**config.mk**
```make
export PLATFORM = sky130hd
export DESIGN_NAME = interleaver_seq
export DESIGN_NICKNAME = d
export VERILOG_FILES = /design/src/rtl/interleaver_seq.sv
export SDC_FILE = /design/constraint.sdc
export NUM_CORES = 1
export LEC_CHECK = 0
export ABC_AREA = 1
export CAP_MARGIN = 20
export CORE_MARGIN = 4
export CORE_UTILIZATION = 58
export CTS_BUF_LIST = sky130_fd_sc_hd__clkbuf_8
export CTS_CLUSTER_SIZE = 12
export DETAILED_ROUTE_END_ITERATION = 7
export GPL_TIMING_DRIVEN = 0
export PLACE_DENSITY = 0.88
export SETUP_SLACK_MARGIN = 0.1
export SYNTH_ARGS = -nofsm -noshare
export SYNTH_HDL_FRONTEND = slang
export SYNTH_SLANG_ARGS = --single-unit
```
**constraint.sdc**
```tcl
create_clock -name clk -period 3.07 [get_ports clk]
set_input_delay 0.614 -clock clk [delete_from_list [all_inputs] [get_ports clk]]
set_output_delay 0.614 -clock clk [all_outputs]
set_load 0.01 [all_outputs]
```
**src/rtl/interleaver_seq.sv**
```systemverilog
// Sequential sweep interleaver: steps through one junction of fo*p/z cycles and streams
// z left-neuron addresses per cycle. Optional seed readback port under INTLV_SEED_READBACK_EN.
module interleaver_seq #(
  parameter int fo = 2,
  parameter int p  = 32,
  parameter int z  = 8,
  parameter int unsigned SEED_INIT [fo*z] = '{1, 3, 2, 0, 0, 2, 1, 3, 2, 0, 3, 1, 3, 1, 0, 2},
  localparam int PZ   = p / z,
  localparam int FOZ  = fo * z,
  localparam int NCYC = fo * PZ,
  localparam int SW   = (PZ   > 1) ? $clog2(PZ)   : 1,
  localparam int SAW  = (FOZ  > 1) ? $clog2(FOZ)  : 1,
  localparam int CW   = (NCYC > 1) ? $clog2(NCYC) : 1,
  localparam int LP   = (p    > 1) ? $clog2(p)    : 1,
  localparam int PKW  = LP * z
) (
  input  logic           clk,
  input  logic           reset,
  input  logic           start,
  output logic           busy,
  input  logic           seed_we,
  input  logic [SAW-1:0] seed_waddr,
  input  logic [SW-1:0]  seed_wdata,
  output logic           out_valid,
  input  logic           out_ready,
  output logic [CW-1:0]  out_cycle,
  output logic           out_last,
  output logic [PKW-1:0] memory_index_package,
  output logic           done
`ifdef INTLV_SEED_READBACK_EN
  ,
  input  logic [SAW-1:0] seed_raddr,
  output logic [SW-1:0]  seed_rdata
`endif
);

  typedef enum logic [1:0] {IDLE, RUN, DONE} state_t;

  state_t         state_q;
  logic           busy_q;
  logic           valid_q;
  logic [CW-1:0]  cyc_q;
  logic           last_q;
  logic [PKW-1:0] pkg_q;
  logic           done_q;
  logic [SW-1:0]  seed_q   [FOZ];
  logic [SW-1:0]  seed_eff [FOZ];
  logic [CW-1:0]  cyc_d;
  logic [PKW-1:0] pkg_d;
  logic           xfer;

  // Lane j of cycle c: seed of sweep c/PZ rotated by c mod PZ, then interleaved with lane j.
  function automatic logic [PKW-1:0] addr_pkg(input logic [CW-1:0] c,
                                               input logic [SW-1:0] tbl [FOZ]);
    logic [PKW-1:0] pk;
    int s;
    int i;
    int a;
    pk = '0;
    s  = int'(c) / PZ;
    i  = int'(c) % PZ;
    for (int j = 0; j < z; j++) begin
      a = ((int'(tbl[s*z + j]) + i) % PZ) * z + j;
      pk[j*LP +: LP] = LP'(a);
    end
    return pk;
  endfunction

  // Writes land only while idle; forwarding lets a same-cycle start see the new seed.
  always_comb begin
    seed_eff = seed_q;
    if (seed_we && !busy_q && (int'(seed_waddr) < FOZ))
      seed_eff[seed_waddr] = seed_wdata;
  end

  always_comb begin
    cyc_d = '0;
    if (state_q == RUN)
      cyc_d = cyc_q + CW'(1);
  end

  assign pkg_d = addr_pkg(cyc_d, seed_eff);
  assign xfer  = valid_q && out_ready;

  always_ff @(posedge clk) begin
    if (reset) begin
      state_q <= IDLE;
      busy_q  <= 1'b0;
      valid_q <= 1'b0;
      cyc_q   <= '0;
      last_q  <= 1'b0;
      pkg_q   <= '0;
      done_q  <= 1'b0;
      for (int k = 0; k < FOZ; k++)
        seed_q[k] <= SW'(SEED_INIT[k]);
    end else begin
      seed_q <= seed_eff;
      case (state_q)
        IDLE: begin
          done_q <= 1'b0;
          if (start) begin
            state_q <= RUN;
            busy_q  <= 1'b1;
            valid_q <= 1'b1;
            cyc_q   <= cyc_d;
            last_q  <= (NCYC == 1);
            pkg_q   <= pkg_d;
          end
        end
        RUN: begin
          if (xfer) begin
            if (last_q) begin
              state_q <= DONE;
              valid_q <= 1'b0;
              last_q  <= 1'b0;
              done_q  <= 1'b1;
            end else begin
              cyc_q  <= cyc_d;
              last_q <= (cyc_d == CW'(NCYC - 1));
              pkg_q  <= pkg_d;
            end
          end
        end
        DONE: begin
          state_q <= IDLE;
          busy_q  <= 1'b0;
          done_q  <= 1'b0;
        end
        default: begin
          state_q <= IDLE;
          busy_q  <= 1'b0;
          valid_q <= 1'b0;
          done_q  <= 1'b0;
        end
      endcase
    end
  end

`ifdef INTLV_SEED_READBACK_EN
  logic [SW-1:0] seed_rdata_q;

  // Reads the pre-write table, so a colliding write is not visible until the next read.
  always_ff @(posedge clk) begin
    if (reset)
      seed_rdata_q <= '0;
    else
      seed_rdata_q <= seed_q[seed_raddr];
  end

  assign seed_rdata = seed_rdata_q;
`endif

  assign busy                 = busy_q;
  assign out_valid            = valid_q;
  assign out_cycle            = cyc_q;
  assign out_last             = last_q;
  assign memory_index_package = pkg_q;
  assign done                 = done_q;

endmodule

```
==> results <==
- The flow ran to the end, and the final reports show no timing, DRC or antenna violations.
- The ratio of final minimum period to clock period is 0.8942.
- Before antenna repair, the detailed router went through 5 iterations.
- Of the cells placed in the final design, the portion with a size suffix greater than 1 is 0.1115.
- The die height is 80.61 µm.
- In the routed layout, each cell is associated on average with a via count of 5.120.
- The tightest min-delay check is of the register to register type.
- The count of maximum capacitance violations is 0.
- In this run the register-to-register setup slack is 0.70 ns.
- The worst hold path passes through 2 cells.
- The total overflow left after global routing is 0.
- Buffers added to address setup during post-CTS repair amount to 0.
- The routability congestion estimate from global placement is 0.8539.
- After clock tree synthesis, the clock-pin slew on the worst setup and hold paths is 0.06 ns.
- For this design the static power due to leakage is 0.001878 µW.
- The worst slew margin relative to its limit is 0.3862.
- The setup path with the least slack is of type input pin to register.
- The depth of the worst register-to-register path is 13.
- The clock network latency to the later pin of the worst-skew pair is 0.35 ns.
- For this run, the number of Yosys warnings is 0.
- The wire length of the first global-routing pass is 13000 µm.
- Along the worst path, the maximum fanout reaches 6.
- The post-detailed-route count of antenna-violating nets is 0.
- After detailed routing, the average wire length per cell comes to 13.50 µm.
- IR analysis of the VDD net gives a maximum drop of 430.3 µV.
- From synthesis to final layout, the design area changed by 25.08%.
- Counting the buffers created by CTS gives 9.
- The startpoint identified for the worst register-to-register timing path is busy.
- The area of the mapped netlist is 0.003058 mm².
- The row count is 26.
- In this run the power density over the cells is 516.4 mW/mm².
- STA classifies the critical path startpoint as an input pin.
- The I/O pin total is 58.
- The data arrival at the endpoint of the critical path is 2.99 ns.
- In this run the critical register-to-register path is captured at memory_index_package[9].
- Setup repair after global routing left no endpoint under its margin.
- At the end of the flow, the number of nets in the layout was 526.
- Hold repair after CTS inserted 0 buffers.
- Yosys mapped the design onto 28 distinct sky130hd cell types.
- In this run the deepest clock path goes through 2 buffers.
- After detailed routing, the number of remaining DRC violations is 0.
- The TritonCTS sink count is 58.
- The number of antenna cells inserted is 0.
- Across all layers, the routed design uses 2975 vias.
- For hold timing, the worst endpoint is seed_q[4].
- The number of hold violations in the final report is 0.
- Synthesis produced a netlist whose cell count is 439.
- The critical path endpoint category is a register.
- For the pin with the worst max-slew slack, the measured transition is 0.9174 ns.
- TritonCTS built the clock tree.
- The via count of the first global-routing pass was 2920.
- The share of the Yosys chip area taken by registers is 0.3797.
- The number of setup violations in the final report is 0.
- The startpoint identified for the worst hold timing path is seed_q[4].
- The highest clock frequency the design can meet is 364.3 MHz.
- The HPWL after detailed placement is 5537 µm.
- The pin count of the biggest net entering global routing is 14.
- The synthesized area divided by synthesized cell count is 6.966 µm².
- The number of buffers inserted by port buffering is 45.
- The area taken by flip-flops and latches is 0.001161 mm².
- The detailed-route wire length is 7845 µm.
- The number of synthesized register bits is 58.
- The worst path needs 2.745 ns of the cycle, external delays included.
- Summing internal, switching and leakage power gives 1975 µW.
- The initial utilization of the core area, before any placement, comes to 0.5987.
- The final count of pins violating max slew came to 0.
- The library cell used most frequently in the layout, excluding fill and tap cells, is sky130_fd_sc_hd__nand2_1.
- The final-layout fill cell count is 414.
- The die covers 0.006498 mm².
- In this run the clock root is driven by a sky130_fd_sc_hd__clkbuf_8.
- The chip width is 80.61 µm.
- The number of antenna violations at the first check in global routing was 0.
- The top cell types in the final layout, fill and taps aside, are sky130_fd_sc_hd__nand2_1 (87), sky130_fd_sc_hd__nor2_1 (60), sky130_fd_sc_hd__dfxtp_1 (58).
- The global routing usage summed across all routing layers is 0.2623.
- The required arrival time at the worst endpoint is 3.31 ns.
- The startpoint of the worst setup timing path is seed_we.
- In this run the number of H-tree levels came out at 3.
- After floorplanning, the core was sized to cover 0.005107 mm².
- The area used by multi-input combinational logic is 0.001493 mm².
- The number of design-rule violations left by the first detailed-router iteration is 247.
- The final clock skew is 0.009428 ns.
- The sum of negative setup slack is 0 ns.
==> routing by layer <==
metal / share of wire / vias to the layer above / track usage
li1: - / 1496 / -
met1: 0.41 / 1326 / 0.3023
met2: 0.50 / 125 / 0.4412
met3: 0.062 / 28 / 0.07399
met4: 0.030 / 0 / 0.1318
met5: 0 / - / 0
==> cell type report <==
cell class | count | area share
Inverter | 54 | 0.05299
Timing Repair Buffer | 45 | 0.1178
Tap cell | 70 | 0.02290
Buffer | 36 | 0.06477
Multi-Input combinational cell | 302 | 0.3903
Clock buffer | 12 | 0.04318
Clock inverter | 4 | 0.004580
Sequential cell | 58 | 0.3036
==> worst max-delay path, cell delays in order <==
cell and delay (ns):
sky130_fd_sc_hd__clkdlybuf4s50_1 0.50, sky130_fd_sc_hd__nand2_2 0.11, sky130_fd_sc_hd__nor2_1 0.40, sky130_fd_sc_hd__nand2_1 0.18
sky130_fd_sc_hd__a21oi_1 0.28, sky130_fd_sc_hd__mux2i_1 0.12, sky130_fd_sc_hd__ha_1 0.20, sky130_fd_sc_hd__xor2_1 0.22
sky130_fd_sc_hd__inv_1 0.06, sky130_fd_sc_hd__nand3_1 0.08, sky130_fd_sc_hd__nand3_1 0.11, sky130_fd_sc_hd__nand2_1 0.08
sky130_fd_sc_hd__inv_1 0.03
==> worst max-delay path by stage <==
stage / slack [ns] / end / depth (start not counted)
after global routing: 0.13 / memory_index_package[9] / 13
after detailed placement: 0.04 / memory_index_package[24] / 13
after CTS: 0.32 / memory_index_package[24] / 13
final: 0.32 / memory_index_package[9] / 13
after global placement: 0.1 / memory_index_package[24] / 13
after floorplan: 0.98 / memory_index_package[4] / 13
==> cells by family (layout without fill, tap and decap cells) <==
group	after synthesis	after routing	synth area share
xor+xnor	8	8	0.02291
buf+inv	90	151	0.1473
compound gates	47	47	0.07856
mux	8	8	0.02619
fa+ha+maj	9	9	0.03683
simple gates	218	218	0.3073
other cells	1	12	0.001226
flops	58	58	0.3797
==> what timing repair did <==
item / in CTS / in global routing
setup endpoints to repair: 0 / 2
endpoints found under the hold margin: 0 / 0
resized for setup: 0 / 2
==> where the power goes <==
part | total [µW] | switching, µW | internal [µW] | leakage (µW)
Combinational | 489 | 260 | 229 | 0.00130
Clock | 654 | 303 | 350 | 0.000105
Sequential | 832 | 31.2 | 801 | 0.000475
Total | 1980 | 594 | 1380 | 0.00188
==> metrics by stage <==
step	worst slack [ns]	instances	hold slack [ns]	utilization	instance area (µm²)
3_3_place_gp	0.09825	565	0.4261	0.7122	3637
2_1_floorplan	0.9848	450	0.4182	-	3099
3_5_place_dp	0.03759	565	0.4429	0.7122	3637
4_1_cts	0.3199	581	0.4572	0.7479	3820
5_1_grt	0.1273	581	0.4680	0.7489	3825
6_report	0.3248	581	0.4594	0.7489	3825
==> state kept, by name, summed over array words and instances (netlist names) <==
| register | cells |
|---|---|
| state_q | 2 |
| memory_index_package | 17 |
| seed_q | 32 |
| out_cycle | 3 |
| done | 1 |
| out_last | 1 |
| out_valid | 1 |
| busy | 1 |
==> cell usage after synthesis, drive strengths merged <==
cell    number  area (µm²)
nand2       89       339.1
nor2        66       272.8
dfxtp       58        1161
nand3       58       300.3
inv         53       198.9
a21oi       31       155.2
buf         31       229.0
o21ai       15       75.07
ha           9       112.6
mux2i        8       80.08
clkbuf       5       18.77
xnor2        4       35.03
xor2         4       35.03
nor3         3       15.01
clkinv       1       3.750
conb         1       3.750
nand4        1       6.260
o211a        1       10.01
or2          1       6.260
No activity file was read; power rests on OpenSTA's default activity.
